**src/rtl/viterbi_pkg.sv**
```systemverilog
// Shared Viterbi decoder definitions: trellis size defaults, scheduler FSM
// encoding and the predecessor-index helper used by the ACS sequencing logic.
package viterbi_pkg;

  localparam int K_DEF      = 5;
  localparam int M_DEF      = K_DEF - 1;
  localparam int S_DEF      = 1 << M_DEF;
  localparam int STEP_W_DEF = 16;
  localparam int IDX_MAX_W  = 16;

  typedef enum logic [2:0] {
    ST_IDLE,
    ST_INIT,
    ST_WAIT_SYM,
    ST_RUN,
    ST_DRAIN
  } sched_state_t;

  // Trellis shifts the input bit in at the LSB, so the predecessors of j
  // differ only in the bit that was shifted out at the top.
  function automatic logic [IDX_MAX_W-1:0] pred(input logic [IDX_MAX_W-1:0] j,
                                                input logic                 b,
                                                input int                   m);
    logic [IDX_MAX_W-1:0] hi;
    hi = IDX_MAX_W'(b) << (m - 1);
    return (j >> 1) | hi;
  endfunction

endpackage

```
**src/rtl/acs_scheduler_if.sv**
```systemverilog
// Bundle of the scheduler's symbol handshake, pm_bank controls and ACS
// sequencing signals; master is the scheduler, slave the surrounding datapath.
interface acs_scheduler_if
  import viterbi_pkg::*;
#(
  parameter int M      = M_DEF,
  parameter int STEP_W = STEP_W_DEF
);

  logic              frame_start;
  logic              sym_valid;
  logic              sym_last;
  logic              sym_ready;
  logic              acs_pm_hi;
  logic              pm_init_frame;
  logic              pm_swap_banks;
  logic [M-1:0]      pm_rd_idx0;
  logic [M-1:0]      pm_rd_idx1;
  logic              pm_wr_en;
  logic [M-1:0]      pm_wr_idx;
  logic              acs_issue;
  logic [M-1:0]      acs_state;
  logic              norm_sub;
  logic [STEP_W-1:0] dec_step;
  logic              busy;
  logic              frame_done;

  modport master (
    input  frame_start, sym_valid, sym_last, acs_pm_hi,
    output sym_ready, pm_init_frame, pm_swap_banks, pm_rd_idx0, pm_rd_idx1,
           pm_wr_en, pm_wr_idx, acs_issue, acs_state, norm_sub, dec_step,
           busy, frame_done
  );

  modport slave (
    output frame_start, sym_valid, sym_last, acs_pm_hi,
    input  sym_ready, pm_init_frame, pm_swap_banks, pm_rd_idx0, pm_rd_idx1,
           pm_wr_en, pm_wr_idx, acs_issue, acs_state, norm_sub, dec_step,
           busy, frame_done
  );

endinterface

```
**src/rtl/acs_issue_pipe.sv**
```systemverilog
// One-stage delay from ACS issue to pm_bank/survivor write, matching the
// registered ACS result that lands one cycle after its operands are read.
module acs_issue_pipe #(
  parameter int M = 4
) (
  input  logic         clk,
  input  logic         rst,
  input  logic         issue_valid,
  input  logic [M-1:0] issue_idx,
  output logic         wr_en,
  output logic [M-1:0] wr_idx
);

  always_ff @(posedge clk) begin
    if (rst) begin
      wr_en  <= 1'b0;
      wr_idx <= '0;
    end else begin
      wr_en  <= issue_valid;
      wr_idx <= issue_idx;
    end
  end

endmodule

```
**src/rtl/acs_scheduler.sv**
```systemverilog
// Sequencing controller for the path-metric bank and ACS unit: initialises the
// bank per frame, then walks all trellis states once per accepted symbol.
module acs_scheduler
  import viterbi_pkg::*;
#(
  parameter int K      = K_DEF,
  parameter int STEP_W = STEP_W_DEF
) (
  input  logic             clk,
  input  logic             rst,
  acs_scheduler_if.master  bus
);

  localparam int M = K - 1;
  localparam int S = 1 << M;

  sched_state_t      state;
  sched_state_t      state_nxt;
  logic [M-1:0]      j;
  logic              sym_last_q;
  logic [STEP_W-1:0] step_cnt;
  logic              norm_flag;
  logic              norm_sub_q;
  logic              wr_en;
  logic [M-1:0]      wr_idx;
  logic              hi_write;

  logic              sym_ready_c;
  logic              init_c;
  logic              swap_c;
  logic              issue_c;
  logic [M-1:0]      state_idx_c;
  logic [M-1:0]      rd0_c;
  logic [M-1:0]      rd1_c;
  logic              done_c;

  always_ff @(posedge clk) begin
    if (rst) state <= ST_IDLE;
    else     state <= state_nxt;
  end

  always_comb begin
    state_nxt = state;
    case (state)
      ST_IDLE:     if (bus.frame_start) state_nxt = ST_INIT;
      ST_INIT:     state_nxt = ST_WAIT_SYM;
      ST_WAIT_SYM: if (bus.sym_valid) state_nxt = ST_RUN;
      ST_RUN:      if (j == M'(S - 1)) state_nxt = ST_DRAIN;
      ST_DRAIN:    state_nxt = sym_last_q ? ST_IDLE : ST_WAIT_SYM;
      default:     state_nxt = ST_IDLE;
    endcase
  end

  always_comb begin
    sym_ready_c = 1'b0;
    init_c      = 1'b0;
    swap_c      = 1'b0;
    issue_c     = 1'b0;
    state_idx_c = '0;
    rd0_c       = '0;
    rd1_c       = '0;
    done_c      = 1'b0;
    case (state)
      // Init and swap together: the freshly cleared bank becomes "previous".
      ST_INIT: begin
        init_c = 1'b1;
        swap_c = 1'b1;
      end
      ST_WAIT_SYM: sym_ready_c = 1'b1;
      ST_RUN: begin
        issue_c     = 1'b1;
        state_idx_c = j;
        rd0_c       = M'(pred(IDX_MAX_W'(j), 1'b0, M));
        rd1_c       = M'(pred(IDX_MAX_W'(j), 1'b1, M));
      end
      ST_DRAIN: begin
        swap_c = 1'b1;
        done_c = sym_last_q;
      end
      default: ;
    endcase
  end

  assign hi_write = wr_en & bus.acs_pm_hi;

  // The last write of a step lands in DRAIN, so its MSB still feeds norm_sub.
  always_ff @(posedge clk) begin
    if (rst) begin
      j          <= '0;
      sym_last_q <= 1'b0;
      step_cnt   <= '0;
      norm_flag  <= 1'b0;
      norm_sub_q <= 1'b0;
    end else begin
      case (state)
        ST_IDLE: begin
          step_cnt   <= '0;
          norm_sub_q <= 1'b0;
        end
        ST_WAIT_SYM: begin
          if (bus.sym_valid) begin
            sym_last_q <= bus.sym_last;
            j          <= '0;
          end
        end
        ST_RUN: j <= j + 1'b1;
        ST_DRAIN: begin
          step_cnt   <= step_cnt + 1'b1;
          norm_sub_q <= norm_flag | hi_write;
        end
        default: ;
      endcase

      if (state == ST_IDLE || state == ST_DRAIN) norm_flag <= 1'b0;
      else if (hi_write)                         norm_flag <= 1'b1;
    end
  end

  acs_issue_pipe #(.M(M)) u_issue_pipe (
    .clk         (clk),
    .rst         (rst),
    .issue_valid (issue_c),
    .issue_idx   (state_idx_c),
    .wr_en       (wr_en),
    .wr_idx      (wr_idx)
  );

  assign bus.sym_ready     = sym_ready_c;
  assign bus.pm_init_frame = init_c;
  assign bus.pm_swap_banks = swap_c;
  assign bus.pm_rd_idx0    = rd0_c;
  assign bus.pm_rd_idx1    = rd1_c;
  assign bus.pm_wr_en      = wr_en;
  assign bus.pm_wr_idx     = wr_idx;
  assign bus.acs_issue     = issue_c;
  assign bus.acs_state     = state_idx_c;
  assign bus.norm_sub      = norm_sub_q;
  assign bus.dec_step      = step_cnt;
  assign bus.busy          = (state != ST_IDLE);
  assign bus.frame_done    = done_c;

endmodule
```
**src/flat_wrapper.sv**
```systemverilog
// flat-port wrapper written by rule: the top's interface ports become plain ports
module acs_scheduler_flat import viterbi_pkg::*;
#(
  parameter int K      = K_DEF,
  parameter int STEP_W = STEP_W_DEF
)
  (clk, rst, bus_frame_start, bus_sym_valid, bus_sym_last, bus_acs_pm_hi, bus_sym_ready, bus_pm_init_frame, bus_pm_swap_banks, bus_pm_rd_idx0, bus_pm_rd_idx1, bus_pm_wr_en, bus_pm_wr_idx, bus_acs_issue, bus_acs_state, bus_norm_sub, bus_dec_step, bus_busy, bus_frame_done);
  acs_scheduler_if #(.STEP_W(STEP_W)) bus_i ();
  input  logic clk;
  input  logic rst;
  input wire logic [$bits(bus_i.frame_start)-1:0] bus_frame_start;
  input wire logic [$bits(bus_i.sym_valid)-1:0] bus_sym_valid;
  input wire logic [$bits(bus_i.sym_last)-1:0] bus_sym_last;
  input wire logic [$bits(bus_i.acs_pm_hi)-1:0] bus_acs_pm_hi;
  output wire logic [$bits(bus_i.sym_ready)-1:0] bus_sym_ready;
  output wire logic [$bits(bus_i.pm_init_frame)-1:0] bus_pm_init_frame;
  output wire logic [$bits(bus_i.pm_swap_banks)-1:0] bus_pm_swap_banks;
  output wire logic [$bits(bus_i.pm_rd_idx0)-1:0] bus_pm_rd_idx0;
  output wire logic [$bits(bus_i.pm_rd_idx1)-1:0] bus_pm_rd_idx1;
  output wire logic [$bits(bus_i.pm_wr_en)-1:0] bus_pm_wr_en;
  output wire logic [$bits(bus_i.pm_wr_idx)-1:0] bus_pm_wr_idx;
  output wire logic [$bits(bus_i.acs_issue)-1:0] bus_acs_issue;
  output wire logic [$bits(bus_i.acs_state)-1:0] bus_acs_state;
  output wire logic [$bits(bus_i.norm_sub)-1:0] bus_norm_sub;
  output wire logic [$bits(bus_i.dec_step)-1:0] bus_dec_step;
  output wire logic [$bits(bus_i.busy)-1:0] bus_busy;
  output wire logic [$bits(bus_i.frame_done)-1:0] bus_frame_done;
  assign bus_i.frame_start = bus_frame_start;
  assign bus_i.sym_valid = bus_sym_valid;
  assign bus_i.sym_last = bus_sym_last;
  assign bus_i.acs_pm_hi = bus_acs_pm_hi;
  assign bus_sym_ready = bus_i.sym_ready;
  assign bus_pm_init_frame = bus_i.pm_init_frame;
  assign bus_pm_swap_banks = bus_i.pm_swap_banks;
  assign bus_pm_rd_idx0 = bus_i.pm_rd_idx0;
  assign bus_pm_rd_idx1 = bus_i.pm_rd_idx1;
  assign bus_pm_wr_en = bus_i.pm_wr_en;
  assign bus_pm_wr_idx = bus_i.pm_wr_idx;
  assign bus_acs_issue = bus_i.acs_issue;
  assign bus_acs_state = bus_i.acs_state;
  assign bus_norm_sub = bus_i.norm_sub;
  assign bus_dec_step = bus_i.dec_step;
  assign bus_busy = bus_i.busy;
  assign bus_frame_done = bus_i.frame_done;
  acs_scheduler #(.K(K), .STEP_W(STEP_W)) u_core (.clk(clk), .rst(rst), .bus(bus_i));
endmodule
```
**config.mk**
```make
export PLATFORM = sky130hd
export DESIGN_NAME = acs_scheduler_flat
export DESIGN_NICKNAME = d
export VERILOG_FILES = /design/src/rtl/viterbi_pkg.sv /design/src/rtl/acs_scheduler_if.sv /design/src/rtl/acs_issue_pipe.sv /design/src/rtl/acs_scheduler.sv /design/src/flat_wrapper.sv
export SDC_FILE = /design/constraint.sdc
export NUM_CORES = 1
export LEC_CHECK = 0
export CAP_MARGIN = 30
export CORE_ASPECT_RATIO = 2
export CORE_UTILIZATION = 45
export DETAILED_ROUTE_END_ITERATION = 7
export GPL_TIMING_DRIVEN = 0
export HOLD_SLACK_MARGIN = 0.02
export PLACE_DENSITY = 0.78
export SETUP_SLACK_MARGIN = 0.2
export SLEW_MARGIN = 10
export SYNTH_ARGS = -nofsm -noshare
export SYNTH_HDL_FRONTEND = slang
export SYNTH_SLANG_ARGS = --single-unit
export TNS_END_PERCENT = 50
```
**constraint.sdc**
```tcl
create_clock -name clk -period 1.9 [get_ports clk]
set_clock_uncertainty 0.05 [all_clocks]
set_input_delay 0.19 -clock clk [delete_from_list [all_inputs] [get_ports clk]]
set_output_delay 0.19 -clock clk [all_outputs]
set_load 0.02 [all_outputs]
```
==> flow_summary.ini <==
[worst_setup_path]
cp_data_arrival_time_ps = 1490
critical_path_class = reg -> out
cp_slowest_cell = dfxtp_4
r2r_cells = 5
critical-path-top-delay-family = buffers and inverters
crit_chain = buf_8 > buf_4 > buf_4 > nor2_1 > clkdlybuf4s15_1
slowest_delay_ps = 350
r2r_slack_ps = 200
cp.buffers_inverters = 4
worst-path-max-fanout = 4
cp_common_cell = buf_4
startpoint_type = flop
timing.rr.start = u_core.state[1]
required_ps = 1660
r2r-end = u_core.bus.dec_step[13]
cp-end-kind = primary output

[pwr]
leakage_nw = 0.873
p_per_area_nw_per_um2 = 693
peakVddDrop_uv = 697

[timing]
setup_viol = 0
fmax_mhz = 579
rsz0062_at_grt = true
final.period_utilization = 0.909
worst_slack_ps = 173
finalCriticalPeriod_ps = 1730
hold_violations = 0
fin_setup_tns_ps = 0
drv_slew = 0

[synthesis]
netlist_area_sq_um = 1460
ys_ff_latch = 31
yosysUniqueCellTypes = 41
async_reset_ff_frac = 0
synth-edff-count = 0
synth_fp_nets = 173
syn_inst = 165
ys_seq_area_frac = 0.426
synth_top_area_share = 0.426
yosysTopAreaCell = dfxtp_1
yosysWarnings = 0
ys.flop_type = dfxtp_1
synthTopCellsByArea = dfxtp_1 43%, nor2_1 5.7%, xnor2_1 4.8%
avgSynthCellArea_sq_um = 8.83

[clock_tree]
clock_latency_ps = 290
tritoncts = yes
cts.hold.buffers_added = 0
clk_pin_slew_ps = 70
h-tree-depth = 2
cts_buffers = 5
cts.path.max_buffers = 2
clockRootBuffer = clkbuf_8
cts.sinks = 31

[routing]
drc = 0
vias_per_cell = 5.46
wl_per_cell_microns = 14.4
ant_nets = 0
drt_wl_total_microns = 3720
drt_iter0_drc = 25
drt_pass1_iterations = 4
vias = 1413

[placement]
place_ws_ps = -230
io_buffers = 44
gp_congestion = 0.884
hpwl_microns = 2600

[grt]
grt_pass1_vias = 1368
gr-total-overflow = 0
grt_pass1_wl_microns = 5910
grt_max_degree = 12
antenna_found_initial = 0
track_usage = 0.220

[floorplanning]
initial_core_util = 0.484
top_level_ports = 46
die_w_microns = 42.2
die-area_sq_um = 3480
core_region_area_sq_um = 3010
die_y_microns = 82.5
num_rows = 28

[run_status]
status = completed

[layout]
area_delta_synth_final_pct = 49.5
insertedDiodeCount = 0
final_net_count = 236
drive_above_1_share = 0.284

[hold_path]
hold_depth = 2
min_to = u_core.bus.dec_step[15]
worstHoldStart = u_core.bus.dec_step[15]
hold_path_class = reg -> reg

[job]
drv_cap = 0
## kinds of logic after synthesis
family / share of synthesized area
adder cells (fa/ha/maj): 0.0172
flip-flops: 0.426
AO/OA/AOI/OAI: 0.0695
XOR/XNOR: 0.0841
buffers and inverters: 0.0695
AND/OR/NAND/NOR: 0.311
multiplexers: 0.0206
other: 0.00257
## what timing repair did
item / CTS / global route
pin swaps: 1 / 2
endpoints found under the setup margin: 17 / 21
gates cloned: 1 / 0
buffers inserted: 4 / 7
gates resized for setup: 81 / 13
## cells in the mapped netlist, types with 4 or more instances
library cell / n
xnor2_1: 8
dfxtp_1: 31
a21oi_1: 9
and2_1: 8
buf_4: 8
o21ai_0: 4
nor3_1: 6
nor2_1: 22
nand3_1: 7
nand4_1: 4
nand2_1: 8
xor2_1: 6
## state kept, by name, indices dropped and copies added (netlist names)
name / count
u_core.norm_flag: 1
u_core.bus.dec_step: 16
u_core.bus.norm_sub: 1
u_core.state: 3
u_core.j: 4
u_core.u_issue_pipe.wr_idx: 4
u_core.sym_last_q: 1
u_core.u_issue_pipe.wr_en: 1
## worst max path at each step
stage / slack [ps] / cells after the start / start / to
final: 170 / 5 / u_core.state[1] / bus_pm_swap_banks
after global routing: 100 / 5 / u_core.state[1] / u_core.bus.dec_step[13]
after CTS: 100 / 7 / u_core.state[1] / bus_pm_rd_idx0[0]
after detailed placement: -230 / 6 / u_core.state[1] / bus_pm_rd_idx1[2]
after global placement: -200 / 6 / u_core.state[1] / bus_pm_rd_idx1[2]
after floorplan: 300 / 4 / u_core.bus.dec_step[2] / u_core.bus.dec_step[11]
## cell usage in the layout (no fill, tap or decap), types with 4 or more instances in the layout
master	netlist	final
a21oi_1	9	8
and2_1	8	4
and2_4	0	4
buf_2	3	5
buf_4	8	18
buf_6	1	12
clkbuf_8	0	5
clkdlybuf4s50_1	0	27
dfxtp_1	31	29
nand2_1	8	8
nand3_1	7	7
nand4_1	4	4
nor2_1	22	21
nor3_1	6	5
o21ai_0	4	4
xnor2_1	8	8
xor2_1	6	6
## where the power goes
group	total, mW	internal (mW)	switching [mW]
Sequential	0.670	0.659	0.0108
Clock	0.643	0.390	0.253
Combinational	0.196	0.0962	0.100
## stage by stage
stage | hold slack (ps) | util | cell area [sq um] | total power [mW] | instances
finish | 438 | 0.723 | 2180 | 1.51 | 259
global route | 465 | 0.723 | 2180 | 1.57 | 259
CTS | 440 | 0.700 | 2110 | 1.49 | 252
detailed placement | 432 | 0.642 | 1940 | 0.838 | 239
global placement | 410 | 0.642 | 1940 | 0.836 | 239
floorplan | 253 | - | 1460 | 0.779 | 165
## worst register-to-register path: cells and delay by family, from the launching register on
kind / cells / cell delay (ps)
simple gates: 3 / 920
mux: 1 / 150
buf+inv: 1 / 130
flops: 1 / 350
## area by class of cell
cell class	instances	area [sq um]
Inverter	3	11.3
Clock inverter	3	43.8
Fill cell	237	833
Sequential cell	31	626
Timing Repair inverter	1	5.00
Multi-Input combinational cell	118	768
Clock buffer	5	68.8
Buffer	13	110
Tap cell	30	37.5
Timing Repair Buffer	55	509
## layer usage
metal	up-vias	track usage	wire [microns]
li1	687	-	-
met1	641	0.193	1260
met2	70	0.440	2140
met3	15	0.0413	185
met4	0	0.138	137
met5	-	0	0
(Power assumes the default switching activity.)
